## src/rtl/chunked_addsub.sv

```systemverilog
// Multi-cycle add/subtract: WIDTH-bit operands summed CHUNK bits per cycle, LSB chunk first,
// with the ripple carry held in a register between chunks. Valid/ready on both sides.
module chunked_addsub #(
  parameter int WIDTH = 32,
  parameter int CHUNK = 8
) (
  input  logic             clk,
  input  logic             rst_n,
  input  logic             in_valid,
  output logic             in_ready,
  input  logic [WIDTH-1:0] a,
  input  logic [WIDTH-1:0] b,
  input  logic             ci,
  input  logic             sub,
  output logic             out_valid,
  input  logic             out_ready,
  output logic [WIDTH-1:0] s,
  output logic             co,
  output logic             of
);
  localparam int NCHUNK = WIDTH / CHUNK;
  localparam int CW     = (NCHUNK > 1) ? $clog2(NCHUNK) : 1;
  localparam logic [CW-1:0] LAST = CW'(NCHUNK - 1);

  typedef enum logic [1:0] {IDLE, RUN, DONE} state_t;

  state_t           state_q, state_d;
  logic [WIDTH-1:0] a_q, b_q, s_q;
  logic [CW-1:0]    cnt_q;
  logic             carry_q, co_q, of_q;
  logic [CHUNK:0]   sum;
  logic             last;

  // One chunk of the ripple add; b_q already holds ~b for subtraction.
  assign sum  = {1'b0, a_q[cnt_q*CHUNK +: CHUNK]} + {1'b0, b_q[cnt_q*CHUNK +: CHUNK]}
              + {{CHUNK{1'b0}}, carry_q};
  assign last = (cnt_q == LAST);

  always_comb begin
    state_d = state_q;
    case (state_q)
      IDLE:    if (in_valid)  state_d = RUN;
      RUN:     if (last)      state_d = DONE;
      DONE:    if (out_ready) state_d = IDLE;
      default:                state_d = IDLE;
    endcase
  end

  always_ff @(posedge clk or negedge rst_n) begin
    if (!rst_n) begin
      state_q <= IDLE;
      a_q     <= '0;
      b_q     <= '0;
      s_q     <= '0;
      cnt_q   <= '0;
      carry_q <= 1'b0;
      co_q    <= 1'b0;
      of_q    <= 1'b0;
    end else begin
      state_q <= state_d;
      case (state_q)
        IDLE: if (in_valid) begin
          a_q     <= a;
          b_q     <= sub ? ~b : b;
          carry_q <= sub ? 1'b1 : ci;
          cnt_q   <= '0;
        end
        RUN: begin
          s_q[cnt_q*CHUNK +: CHUNK] <= sum[CHUNK-1:0];
          carry_q <= sum[CHUNK];
          cnt_q   <= cnt_q + 1'b1;
          // The final chunk carries the result MSB, so the flags resolve here.
          if (last) begin
            co_q <= sum[CHUNK];
            of_q <= (a_q[WIDTH-1] == b_q[WIDTH-1]) & (sum[CHUNK-1] != a_q[WIDTH-1]);
          end
        end
        default: ;
      endcase
    end
  end

  assign in_ready  = (state_q == IDLE);
  assign out_valid = (state_q == DONE);
  assign s         = s_q;
  assign co        = co_q;
  assign of        = of_q;
endmodule
```

## config.mk

```make
export PLATFORM = sky130hd
export DESIGN_NAME = chunked_addsub
export DESIGN_NICKNAME = d
export VERILOG_FILES = /design/src/rtl/chunked_addsub.sv
export SDC_FILE = /design/constraint.sdc
export NUM_CORES = 1
export LEC_CHECK = 0
export BUFFER_PORTS_ARGS = -buffer_cell sky130_fd_sc_hd__buf_4
export CORE_MARGIN = 3
export CORE_UTILIZATION = 40
export CTS_CLUSTER_DIAMETER = 60
export CTS_CLUSTER_SIZE = 24
export DETAILED_ROUTE_END_ITERATION = 10
export PLACE_DENSITY = 0.73
export SYNTH_ARGS = -nofsm -noshare
export SYNTH_HDL_FRONTEND = slang
export SYNTH_SLANG_ARGS = --single-unit
```

## constraint.sdc

```tcl
create_clock -name clk -period 8.59 [get_ports clk]
set_input_delay 1.2885 -clock clk [delete_from_list [all_inputs] [get_ports clk]]
set_output_delay 1.2885 -clock clk [all_outputs]
set_load 0.005 [all_outputs]
```

==> Yosys cells after proc, flatten, opt, wreduce, memory -nomap -nowiden <==
Index checks and enable logic that the tools add are counted.
{ "word_totals": {"inputBits": 70, "output_inout_bits": 36, "ff_bits": 103, "word_cells": 43} }
{ "op_classes": {"reduce_logical": 6, "eq_ne": 8, "bitwise_logic": 2, "shift": 4, "n_mux": 11, "n_addsub": 4} }
{ "ops": {"columns": ["operator", "count"], "rows": [
  ["$shiftx A32 B6 Y8", 2],
  ["$neg A5 Y34", 1],
  ["$shift A8 B34 Y32 const A", 1],
  ["$shiftx A8 B34 Y32", 1],
  ["$bwmux W32", 1],
  ["$mux W32", 1],
  ["$not A32 Y32", 1],
  ["$add A8 B8 Y9", 1],
  ["$add A9 B1 Y9", 1],
  ["$mux W2", 4],
  ["$pmux W2 S3", 1],
  ["$reduce_and A2 Y1", 3],
  ["$eq A2 B2 Y1 const B", 2],
  ["$ne A2 B2 Y1 const B", 2],
  ["$pmux W2 S2", 1],
  ["$reduce_and A3 Y1", 1],
  ["$add A2 B1 Y2 const B", 1],
  ["$eq A2 B1 Y1 const B", 1],
  ["$logic_not A2 Y1", 1],
  ["$mux W1", 2],
  ["$ne A2 B1 Y1 const B", 1],
  ["$pmux W1 S2", 1],
  ["$reduce_bool A2 Y1", 1],
  ["$and A1 B1 Y1", 1],
  ["2 further kinds", 2]
]} }

==> Longest topological paths before layout <==
Gate-level depths: netlist of run 1.
{ "logic_depth": {"depth_word": 5, "mapped_depth": 11, "ltp_nobuf": 9} }

==> Least setup slack after synthesis of run 1 <==
No wires, ideal clock.
{ "synth_path": {"path_kind": "reg-to-reg", "startpoint": "register cnt_q[1]", "endpoint": "register s_q[30], in the netlist s[30]", "required_ns": 8.523, "setup_time_ns": 0.067, "period_less_slack_ns": 3.103, "stages_incl_launch_ff": 12, "t_arrival_ns": 3.036, "n_path_buf": 2, "slack_ns": 5.487, "cell_sequence": "dfrtp_1 clkbuf_1 buf_1 mux4_2 fa_1 inv_1 fa_1 nor2b_1 o31a_1 or4_1 nand3_2 a22o_1"} }
{ "synth_via": {"elab_chain_cells": 5, "elab_cells_between_ends": 8, "classes_between": "3 x add/sub; 4 x shift; 1 x mux"} }
{ "synth_rtl": {"columns": ["item", "line", "text"], "rows": [
  ["start, declared", "29", "logic [CW-1:0] cnt_q;"],
  ["start signal, assigned", "71", "cnt_q <= cnt_q + 1'b1;"],
  ["$shiftx A32 B6 Y8", "35", "assign sum = {1'b0, a_q[cnt_q*CHUNK +: CHUNK]} + {1'b0, b_q[cnt_q*CHUNK +: CHUNK]}"],
  ["$add A8 B8 Y9", "35", null],
  ["$add A9 B1 Y9", "36", "+ {{CHUNK{1'b0}}, carry_q};"],
  ["$shiftx A8 B34 Y32", "69", "s_q[cnt_q*CHUNK +: CHUNK] <= sum[CHUNK-1:0];"],
  ["$bwmux W32 (*)", "69", null],
  ["end signal, assigned by index", "69", null],
  ["end, declared", "28", "logic [WIDTH-1:0] a_q, b_q, s_q;"]
]} }
Mark *: on every way between the ends. The rest lies on a longest branch, timed or not.
A chain may end at the register's enable or synchronous reset.

==> Worst setup path in the final report of run 1 <==
{ "layout_path": {"startpoint": "register cnt_q[1]", "endpoint": "register s_q[22], in the netlist s[22]"} }
The elaborated chain is that of the path after synthesis.

==> results.md, run 1 <==
* Setup Fix Bufs, Post-CTS at 0
* Max-Cap Viols at 0
* Cell Area, Synth at 0.00490 mm^2
* DR DRC count at 0
* CTS root buf: clkbuf_16
* Average wire per standard cell at 16.6 um
* IO Count at 106
* Die area at 0.0136 mm^2
* Routed Antenna Nets at 0
* Setup Skew at 0.00675 ns
* PwrDens at 431 mW/mm^2
* Pre-antenna DRT Iters at 4
* DRT iter0 DRCs at 209
* Cts bufs inserted at 9
* Switching share of total power at 41.2%
* Clock slew at reported path FFs at 0.07 ns
* Initial Util at 41.9%
* Worst Hold Class: flop to flop
* Largest cells by area after synthesis: dfrtp_1 53%, mux2_2 7.3%, mux4_2 7.3%
* Comb power frac at 53.6%
* Fmax at 0.309 GHz
* Period utilisation layout at 37.7%
* Antenna violations before repair at 0
* Count of cell types in the netlist at 39
* Worst setup EP type: flop
* Grt ovf at 0
* Crit Path Max Fanout at 21
* Critical path type: flop to flop
* GRT Util Overall at 16.7%
* Syn avg cell area at 11.9 um^2
* Commonest cells in the netlist: 103 x dfrtp_1, 47 x nor2_1, 39 x a21oi_1
* Post-synth EDFFs at 0
* Worst VDD drop at 0.261 mV
* WP data required at 8.86 ns
* NetSw at 1.08 mW
* Vias/cell at 5.27
* Worst-Margin Slew at 0.998 ns
* Syn. warnings at 0
* Critical Path Start Type: flop
* First-pass GRT wire length at 17,700 um
* Ys flop type: dfrtp_1
* Antenna Cells at 0
* RSZ-0062 raised after global routing: false
* Outcome: finished clean
* Most frequent cell after synthesis: dfrtp_1
* Hold_ws at 0.481 ns
* Layout area overhead at 23.9%
* Placed cell area at 0.00579 mm^2
* # hold bufs at CTS at 0
* Resize count post-CTS at 0
* Clock buffer depth at 2
* Crit path DAT at 3.51 ns
* Layout cell share with drive strength beyond 1 at 34.1%
* Static Leak at 2.72 nW
* Setup Viol. Count Final at 0
* Max-Slew Margin vs Limit at 33.5%
* Syn Nets at 496
* Worst skew pair latency at 0.33 ns
* FFs w/ async S/R, synth at 100%
* Dpl hpwl at 8080 um
* Post-synth top area share at 52.6%
* Die width at 117 um
* Syn Inst Count at 411
* Final Hold Fails at 0
* PortBufs at 105
* CTS sink count at 103
* Pin count of the biggest net entering global routing at 97
* Area of the core at 0.0117 mm^2
* H-tree depth at 3
* Vias in the first global route at 3,530
* Clk pwr share at 14.6%
* Die Y at 117 um
* Seq cells post-synth at 103
* Flop2flop setup slack at 5.35 ns
* Min cycle time layout at 3.24 ns
* Slew Viols, Final at 0
* Flop pwr share at 31.8%
* Pint at 1.54 mW
* Area leader, netlist: dfrtp_1
* Post-layout util at 51.9%
* Post-Layout Inst Area at 0.00608 mm^2
* Placement row count at 39
* Final wirelength at 10,900 um
* TritonCTS clock tree: built
* Final #Nets at 593
* Total vias in the final route at 3,457
* Fin Setup TNS at 0 ns
* Final GP Congestion at 0.813
* Post-synthesis sequential area ratio at 52.6%
-- registers in the layout, indices dropped and copies added (netlist names) --
| name | cells |
|---|---|
| b_q | 32 |
| s | 32 |
| a_q | 32 |
| cnt_q | 2 |
| carry_q | 1 |
| state_q | 2 |
| co | 1 |
| of | 1 |
-- cell usage in the layout, fill, tap and decap left out, types with 2 or more instances in the layout --
cell type	count
buf_4	107
dfrtp_1	103
nor2_1	47
a21oi_1	39
xnor2_1	33
mux2_2	32
nand2_1	24
a22o_1	21
o21ai_0	18
mux4_2	16
ha_1	13
clkbuf_16	9
inv_1	8
nor3_1	5
nand4_1	3
clkinv_2	3
nor2b_1	2
or4_1	2
xor2_1	2
nand3b_1	2
mux2i_1	2
fa_1	2
clkbuf_8	2
clkinv_4	2
-- cell type report --
cell class,instances,area (um^2)
Tap cell,143,179
Clock inverter,5,32.5
Inverter,8,30.0
Fill cell,1025,5640
Multi-Input combinational cell,279,2200
Timing Repair Buffer,107,803
Sequential cell,103,2580
Clock buffer,11,253
-- routing by layer --
layer	global-route usage, %	up-vias	part of all wire [%]
met3	3.06	9	5.2
met2	27.7	126	48
li1	-	1653	-
met5	0	-	0
met4	3.29	0	0.91
met1	23.1	1669	46
-- worst max-delay path, stage by stage (launching register included) --
cell and delay [ns]:
dfrtp_1 0.94, mux4_2 0.43, fa_1 0.45, inv_1 0.10, fa_1 0.21, nor2b_1 0.07, o31a_1 0.28, or4_1 0.43
nand3_2 0.12, a22o_1 0.13
-- per-stage QoR --
| stage | total power, mW | instances | setup slack, ns |
|---|---|---|---|
| after floorplan | 1.82 | 411 | 5.49 |
| after global placement | 2.18 | 640 | 5.48 |
| after detailed placement | 2.24 | 640 | 5.35 |
| after CTS | 2.63 | 656 | 5.32 |
| after global routing | 2.85 | 656 | 5.16 |
| final | 2.62 | 656 | 5.35 |
-- kinds of logic after synthesis --
family / after synthesis / synth area share, %
buf+inv: 29 / 2.60
compound gates: 88 / 11.3
xor+xnor: 35 / 6.25
flops: 103 / 52.6
fa+ha+maj: 15 / 4.13
simple gates: 91 / 8.04
mux: 50 / 15.1
-- worst paths after layout --
path / startpoint / endpoint / depth (start not counted)
min in group asynchronous: rst_n / s[5]$_DFFE_PN0P_ / 1
max in group asynchronous: rst_n / a_q[9]$_DFFE_PN0P_ / 2
hold reg to reg: of$_DFFE_PN0P_ / of$_DFFE_PN0P_ / 2
setup reg to reg: cnt_q[1]$_DFFE_PN0P_ / s[22]$_DFFE_PN0P_ / 9
setup / recovery: cnt_q[1]$_DFFE_PN0P_ / s[22]$_DFFE_PN0P_ / 9
hold / removal: of$_DFFE_PN0P_ / of$_DFFE_PN0P_ / 2
-- power groups by stage --
stage,registers (mW),logic [mW],clock network [mW]
after floorplan,0.792,1.03,0
after detailed placement,0.844,1.40,0
after global routing,0.862,1.57,0.410
final,0.832,1.40,0.383
after global placement,0.833,1.35,0
after CTS,0.835,1.41,0.389
No activity file was read; power rests on OpenSTA's default activity.
==> run 2: changes to the inputs <==
--- a/config.mk
+++ b/config.mk
@@ -5,13 +5,14 @@
 export SDC_FILE = /design/constraint.sdc
 export NUM_CORES = 1
 export LEC_CHECK = 0
+export ABC_AREA = 1
 export BUFFER_PORTS_ARGS = -buffer_cell sky130_fd_sc_hd__buf_4
 export CORE_MARGIN = 3
 export CORE_UTILIZATION = 40
 export CTS_CLUSTER_DIAMETER = 60
 export CTS_CLUSTER_SIZE = 24
 export DETAILED_ROUTE_END_ITERATION = 10
-export PLACE_DENSITY = 0.73
+export PLACE_DENSITY = 0.75
 export SYNTH_ARGS = -nofsm -noshare
 export SYNTH_HDL_FRONTEND = slang
 export SYNTH_SLANG_ARGS = --single-unit
==> constraint.sdc (replaced) <==
create_clock -name clk -period 2.7 [get_ports clk]
set_input_delay 0.405 -clock clk [delete_from_list [all_inputs] [get_ports clk]]
set_output_delay 0.405 -clock clk [all_outputs]
set_load 0.005 [all_outputs]
==> results.md, run 2 <==
* PwrDens at 1370 mW/mm^2 (was 431 mW/mm^2)
* Largest cells by area after synthesis: dfrtp_1 50%, nand2_1 16%, o21ai_0 7.1% (was dfrtp_1 53%, mux2_2 7.3%, mux4_2 7.3%)
* IO Count at 106 (unchanged)
* Placement row count at 40 (was 39)
* Most frequent cells in the layout: 223 x nand2_1, 114 x buf_4, 103 x dfrtp_1 (was 107 x buf_4, 103 x dfrtp_1, 47 x nor2_1)
* Dpl hpwl at 9820 um (was 8080 um)
* WP data required at 2.94 ns (was 8.86 ns)
* Multi-input gate area in the final layout at 0.00229 mm^2 (was 0.00220 mm^2)
* H-tree depth at 3 (unchanged)
* Max-Slew Margin vs Limit at 55.4% (was 33.5%)
* Final GP Congestion at 0.963 (was 0.813)
* Die area at 0.0142 mm^2 (was 0.0136 mm^2)
* TritonCTS clock tree: built (unchanged)
* Post-synth top area share at 50.5% (was 52.6%)
* Ys flop type: dfrtp_1 (unchanged)
* PortBufs at 105 (unchanged)
* Setup Skew at 0.00802 ns (was 0.00675 ns)
* CTS sink count at 103 (unchanged)
* Outcome: finished clean (unchanged)
* Most common cell after layout, fill and taps aside: nand2_1 (was buf_4)
* Cell Area, Synth at 0.00511 mm^2 (was 0.00490 mm^2)
* Average wire per standard cell at 15.0 um (was 16.6 um)
* Finished Layout Cells at 887 (was 656)
* FFs w/ async S/R, synth at 100% (unchanged)
* Critical path type: flop to flop (unchanged)
* Switching share of total power at 45.3% (was 41.2%)
* DRT iter0 DRCs at 445 (was 209)
* Final Hold Fails at 0 (unchanged)
* Pint at 4.86 mW (was 1.54 mW)
* Static Leak at 3.32 nW (was 2.72 nW)
* Pin count of the biggest net entering global routing at 81 (was 97)
* DR DRC count at 0 (unchanged)
* CTS root buf: clkbuf_16 (unchanged)
* Worst VDD drop at 0.634 mV (was 0.261 mV)
* Seq cells post-synth at 103 (unchanged)
* Layout area overhead at 27.2% (was 23.9%)
* Most frequent CP cell: nand2_1 (was fa_1)
* Fin Setup TNS at 0 ns (unchanged)
* Post-synth EDFFs at 0 (unchanged)
* FILL cells at 1,123 (was 1,025)
* Clock slew at reported path FFs at 0.07 ns (about the same)
* Worst setup EP type: flop (unchanged)
* Period utilisation layout at 95.1% (was 37.7%)
* Final wirelength at 13,300 um (was 10,900 um)
* Slew Viols, Final at 0 (unchanged)
* Commonest cells in the netlist: 223 x nand2_1, 103 x dfrtp_1, 72 x o21ai_0 (was 103 x dfrtp_1, 47 x nor2_1, 39 x a21oi_1)
* Setup Viol. Count Final at 0 (unchanged)
* Initial Util at 41.6% (was 41.9%)
* Grt ovf at 0 (unchanged)
* Clk pwr share at 16.9% (was 14.6%)
* Most frequent cell after synthesis: nand2_1 (was dfrtp_1)
* Area leader, netlist: dfrtp_1 (unchanged)
* Total vias in the final route at 4,517 (was 3,457)
* Worst Hold Class: input pin to async pin (was flop to flop)
* Cells after DPL at 869 (was 640)
* Die Y at 119 um (was 117 um)
* Top delay family on crit path: adder cells (was flip-flops)
* Antenna violations before repair at 0 (unchanged)
* Area of the core at 0.0123 mm^2 (was 0.0117 mm^2)
* Comb power frac at 53.2% (was 53.6%)
* Syn avg cell area at 8.33 um^2 (was 11.9 um^2)
* Max-Cap Viols at 0 (unchanged)
* Flop pwr share at 29.9% (was 31.8%)
* Count of cell types in the netlist at 31 (was 39)
* Critical Path Start Type: flop (unchanged)
* Post-synthesis sequential area ratio at 50.5% (was 52.6%)
* GRT Util Overall at 19.4% (was 16.7%)
* Antenna Cells at 0 (unchanged)
* Clock buffer depth at 2 (unchanged)
* Vias in the first global route at 4,585 (was 3,530)
* NetSw at 4.02 mW (was 1.08 mW)
* Slowest CP cell: dfrtp_1 (unchanged)
* Cts bufs inserted at 9 (unchanged)
* Buf/Inv on CP at 3 (was 1)
* Reg area at 0.00258 mm^2 (unchanged)
* Syn Inst Count at 613 (was 411)
* Crit Path Max Fanout at 33 (was 21)
* First-pass GRT wire length at 22,200 um (was 17,700 um)
* Layout cell share with drive strength beyond 1 at 21.3% (was 34.1%)
* Critical-path cell list: buf_12 > o21ai_1 > o22ai_1 > fa_1 > inv_1 > fa_1 > inv_1 > nand2_1 > nand2_1 > nand2_1 > xor2_1 > nor2_1 > nand3_1 > nand2_1 (was mux4_2 > fa_1 > inv_1 > fa_1 > nor2b_1 > o31a_1 > or4_1 > nand3_2 > a22o_1)
* Worst-Margin Slew at 0.669 ns (was 0.998 ns)
* # hold bufs at CTS at 0 (unchanged)
* Routed Antenna Nets at 0 (unchanged)
* Fmax at 0.389 GHz (was 0.309 GHz)
* Pre-antenna DRT Iters at 6 (was 4)
* Slowest cell delay on critical path at 0.42 ns (was 0.94 ns)
* Final #Nets at 800 (was 593)
* Worst skew pair latency at 0.35 ns (was 0.33 ns)
* Min cycle time layout at 2.57 ns (was 3.24 ns)
* Vias/cell at 5.09 (was 5.27)
* Crit path DAT at 2.81 ns (was 3.51 ns)
* Die width at 119 um (was 117 um)
* Syn Nets at 698 (was 496)
* Syn. warnings at 0 (unchanged)
==> run 2: timing repair <==
item | CTS | global route
setup buffers | 0 | 3
setup endpoints to repair | 0 | 21
resized for setup | 0 | 10
==> run 2: cells by family after synthesis <==
logic type / synth area share, %
AND/OR/NAND/NOR: 23.6
adder cells (fa/ha/maj): 3.97
AO/OA/AOI/OAI: 11.0
flip-flops: 50.5
buffers and inverters: 4.90
XOR/XNOR: 6.00
==> run 2: area by class of cell <==
type | instances | share of cell area, %
clock buffers | 9 | 3.47
flip-flops and latches | 103 | 39.7
well taps | 168 | 3.24
repair buffers | 119 | 14.5
clock inverters | 6 | 1.81
multi-input cells | 449 | 35.3
inverters | 33 | 2.00
==> run 2: worst paths after layout <==
path / endpoint / depth (start not counted) / startpoint / slack, ns
hold / removal: state_q[1]$_DFFE_PN0P_ / 1 / rst_n / 0.09
setup / recovery: s[12]$_DFFE_PN0P_ / 14 / cnt_q[0]$_DFFE_PN0P_ / 0.13
min in group clk: state_q[1]$_DFFE_PN0P_ / 2 / out_ready / 0.24
setup reg to reg: s[12]$_DFFE_PN0P_ / 14 / cnt_q[0]$_DFFE_PN0P_ / 0.13
max in group asynchronous: b_q[4]$_DFFE_PN0P_ / 2 / rst_n / 1.89
hold reg to reg: b_q[14]$_DFFE_PN0P_ / 2 / b_q[14]$_DFFE_PN0P_ / 0.48
==> run 2: routing by layer <==
layer	global-route usage [%]	vias to the layer above	routed length, um
met4	7.31	0	322
met3	4.56	32	1030
li1	-	2163	-
met1	25.3	2112	5570
met2	31.3	210	6360
met5	0	-	0
==> run 2: power groups by stage <==
stage	Sequential, mW	Clock, mW	Combinational [mW]
6_report	2.65	1.50	4.72
5_1_grt	2.73	1.58	5.29
4_1_cts	2.63	1.52	4.58
3_5_place_dp	2.66	0	4.53
3_3_place_gp	2.64	0	4.39
2_1_floorplan	2.52	0	3.10
==> run 2: metrics by stage <==
stage | hold WS, ns | instance area (um^2) | utilization, % | power (mW) | worst slack [ns]
floorplan | 0.109 | 5110 | - | 5.62 | 0.192
global placement | 0.464 | 6100 | 49.8 | 7.03 | 0.206
detailed placement | 0.469 | 6100 | 49.8 | 7.19 | 0.111
CTS | 0.117 | 6440 | 52.6 | 8.74 | 0.0797
global route | 0.139 | 6500 | 53.0 | 9.60 | -0.0235
finish | 0.0932 | 6500 | 53.0 | 8.87 | 0.132
==> run 3: changes to the inputs <==
--- a/config.mk
+++ b/config.mk
@@ -5,7 +5,7 @@
 export SDC_FILE = /design/constraint.sdc
 export NUM_CORES = 1
 export LEC_CHECK = 0
-export ABC_AREA = 1
+export ABC_CLOCK_PERIOD_IN_PS = 2700
 export BUFFER_PORTS_ARGS = -buffer_cell sky130_fd_sc_hd__buf_4
 export CORE_MARGIN = 3
 export CORE_UTILIZATION = 40
==> results.md, run 3 (synthesis gave the netlist of run 1 again) <==
* Outcome: finished with violations (was finished clean)
* Violated checks: negative setup slack
* Fmax at 0.369 GHz (was 0.389 GHz)
* Antenna Cells at 0 (unchanged)
* Pre-antenna DRT Iters at 4 (was 6)
* Pwr Total at 9.30 mW (was 8.87 mW)
* PwrDens at 1480 mW/mm^2 (was 1370 mW/mm^2)
* Area of the core at 0.0117 mm^2 (was 0.0123 mm^2)
* Met3 Use GR at 3.26% (was 4.56%)
* Multi-input gate area in the final layout at 0.00225 mm^2 (was 0.00229 mm^2)
* Initial Util at 41.9% (was 41.6%)
* Slew Viols, Final at 0 (unchanged)
* Grt ovf at 0 (unchanged)
* Worst VDD drop at 0.791 mV (was 0.634 mV)
* Met1 GRT Util at 23.4% (was 25.3%)
* Clock buffer depth at 2 (unchanged)
* Routed Antenna Nets at 0 (unchanged)
* Reg area at 0.00258 mm^2 (about the same)
* Die area at 0.0136 mm^2 (was 0.0142 mm^2)
* Final GP Congestion at 0.835 (was 0.963)
* Critical path type: flop to flop (unchanged)
* Setup Skew at 0.00765 ns (was 0.00802 ns)
* Layout cell share with drive strength beyond 1 at 38.0% (was 21.3%)
* Met2 Usage GRT at 29.8% (was 31.3%)
* Worst-Margin Slew at 0.628 ns (was 0.669 ns)
* Setup Viol. Count Final at 4 (was 0)
* Final #Nets at 610 (was 800)
* Final Hold Fails at 0 (unchanged)
* Period utilisation layout at 100% (was 95.1%)
* Min cycle time layout at 2.71 ns (was 2.57 ns)
* Total vias in the final route at 3,572 (was 4,517)
* IO Count at 106 (unchanged)
* Most common cell after layout, fill and taps aside: buf_4 (was nand2_1)
* Vias in the first global route at 3,777 (was 4,585)
* Placed cell area at 0.00592 mm^2 (was 0.00610 mm^2)
* Crit path DAT at 3.00 ns (was 2.81 ns)
* Average wire per standard cell at 17.5 um (was 15.0 um)
* CTS sink count at 103 (unchanged)
* Layout area overhead at 27.9% (was 27.2%)
* Static Leak at 2.80 nW (was 3.32 nW)
* Antenna violations before repair at 0 (unchanged)
* Max-Cap Viols at 0 (unchanged)
* Worst setup EP type: flop (unchanged)
* Setup slack after layout at -0.0134 ns (was 0.132 ns)
* # hold bufs at CTS at 0 (unchanged)
* Die width at 117 um (was 119 um)
* Worst skew pair latency at 0.34 ns (was 0.35 ns)
* CTS root buf: clkbuf_16 (unchanged)
* Dpl hpwl at 8810 um (was 9820 um)
* Cts bufs inserted at 9 (unchanged)
* RSZ-0062 raised after global routing: true
* Placement row count at 39 (was 40)
* Worst Hold Class: input pin to async pin (unchanged)
* FILL cells at 995 (was 1,123)
* H-tree depth at 3 (unchanged)
* GRT Util Overall at 17.6% (was 19.4%)
* Finished Layout Cells at 672 (was 887)
* Max-Slew Margin vs Limit at 57.8% (was 55.4%)
* Hold_ws at 0.0624 ns (was 0.0932 ns)
* Pin count of the biggest net entering global routing at 60 (was 81)
* GRT busiest layer: met2 (unchanged)
* DRT iter0 DRCs at 184 (was 445)
* First-pass GRT wire length at 18,700 um (was 22,200 um)
* Crit Path Max Fanout at 5 (was 33)
* WP data required at 2.98 ns (was 2.94 ns)
* Cells after DPL at 655 (was 869)
* Die Y at 117 um (was 119 um)
* Fin Setup TNS at -0.0315 ns (was 0 ns)
* DR DRC count at 0 (unchanged)
* TritonCTS clock tree: built (unchanged)
* Most frequent cells in the layout: 123 x buf_4, 102 x dfrtp_1, 46 x nor2_1 (was 223 x nand2_1, 114 x buf_4, 103 x dfrtp_1)
* Final wirelength at 11,800 um (was 13,300 um)
* PortBufs at 105 (unchanged)
* Clock slew at reported path FFs at 0.07 ns (about the same)
* Critical Path Start Type: flop (unchanged)
* Vias/cell at 5.32 (was 5.09)
* Post-Layout Inst Area at 0.00627 mm^2 (was 0.00650 mm^2)
## run 3: cell types whose count changed in the layout (fill, tap and decap cells not counted), sizes merged, moves of 13 or more
| cell | delta |
|---|---|
| a21oi | +33 |
| a22o | +18 |
| inv | -25 |
| mux2 | +32 |
| mux4 | +16 |
| nand2 | -204 |
| nand3 | -15 |
| o21ai | -57 |
| o22ai | -13 |
## run 3: path summary, 6_finish.rpt
check / depth (start not counted) / startpoint / endpoint / slack (ns)
setup reg to reg: 9 / cnt_q[0]$_DFFE_PN0P_ / s[22]$_DFFE_PN0P_ / -0.01
setup / recovery: 9 / cnt_q[0]$_DFFE_PN0P_ / s[22]$_DFFE_PN0P_ / -0.01
min in group clk: 2 / out_ready / state_q[1]$_DFFE_PN0P_ / 0.24
hold reg to reg: 2 / s[10]$_DFFE_PN0P_ / s[10]$_DFFE_PN0P_ / 0.49
max in group asynchronous: 2 / rst_n / cnt_q[0]$_DFFE_PN0P_ / 1.90
hold / removal: 1 / rst_n / s[13]$_DFFE_PN0P_ / 0.06
## run 3: power by group
group | internal (mW) | total (mW) | switching (mW)
clock | 0.716 | 1.28 | 0.567
sequential | 2.22 | 2.66 | 0.442
combinational | 2.60 | 5.36 | 2.76
total | 5.53 | 9.30 | 3.77
## run 3: layout make-up
cell class	count	share of cell area [%]
Tap cell	143	2.85
Inverter	8	0.479
Multi-Input combinational cell	279	35.9
Sequential cell	103	41.1
Timing Repair Buffer	124	15.0
Clock inverter	5	0.938
Clock buffer	10	3.65
## run 3: layer usage
metal	vias up	share of wire [%]
met2	108	50
met3	18	5.5
met4	0	1.9
met5	-	0
li1	1681	-
met1	1765	43
## run 3: per-stage QoR
stage | worst slack (ns) | utilization (%)
final | -0.0134 | 53.5
after global routing | -0.125 | 53.5
after CTS | 0.00141 | 53.1
after detailed placement | -0.0648 | 50.6
after global placement | 0.0162 | 50.6
after floorplan | -0.0720 | -
## run 3: worst max-delay path: stages (launching register included)
cell and delay (ns):
dfrtp_2 0.43, mux4_2 0.55, fa_2 0.40, inv_2 0.06, fa_2 0.21, nor2b_2 0.05, o31a_1 0.28, or4_4 0.44
nand3_4 0.11, a22o_1 0.13
## run 3: what timing repair did
item | in CTS | in global routing
buffers inserted | 1 | 1
resized for setup | 1 | 9
endpoints found under the setup margin | 11 | 19
pin swaps | 1 | 3
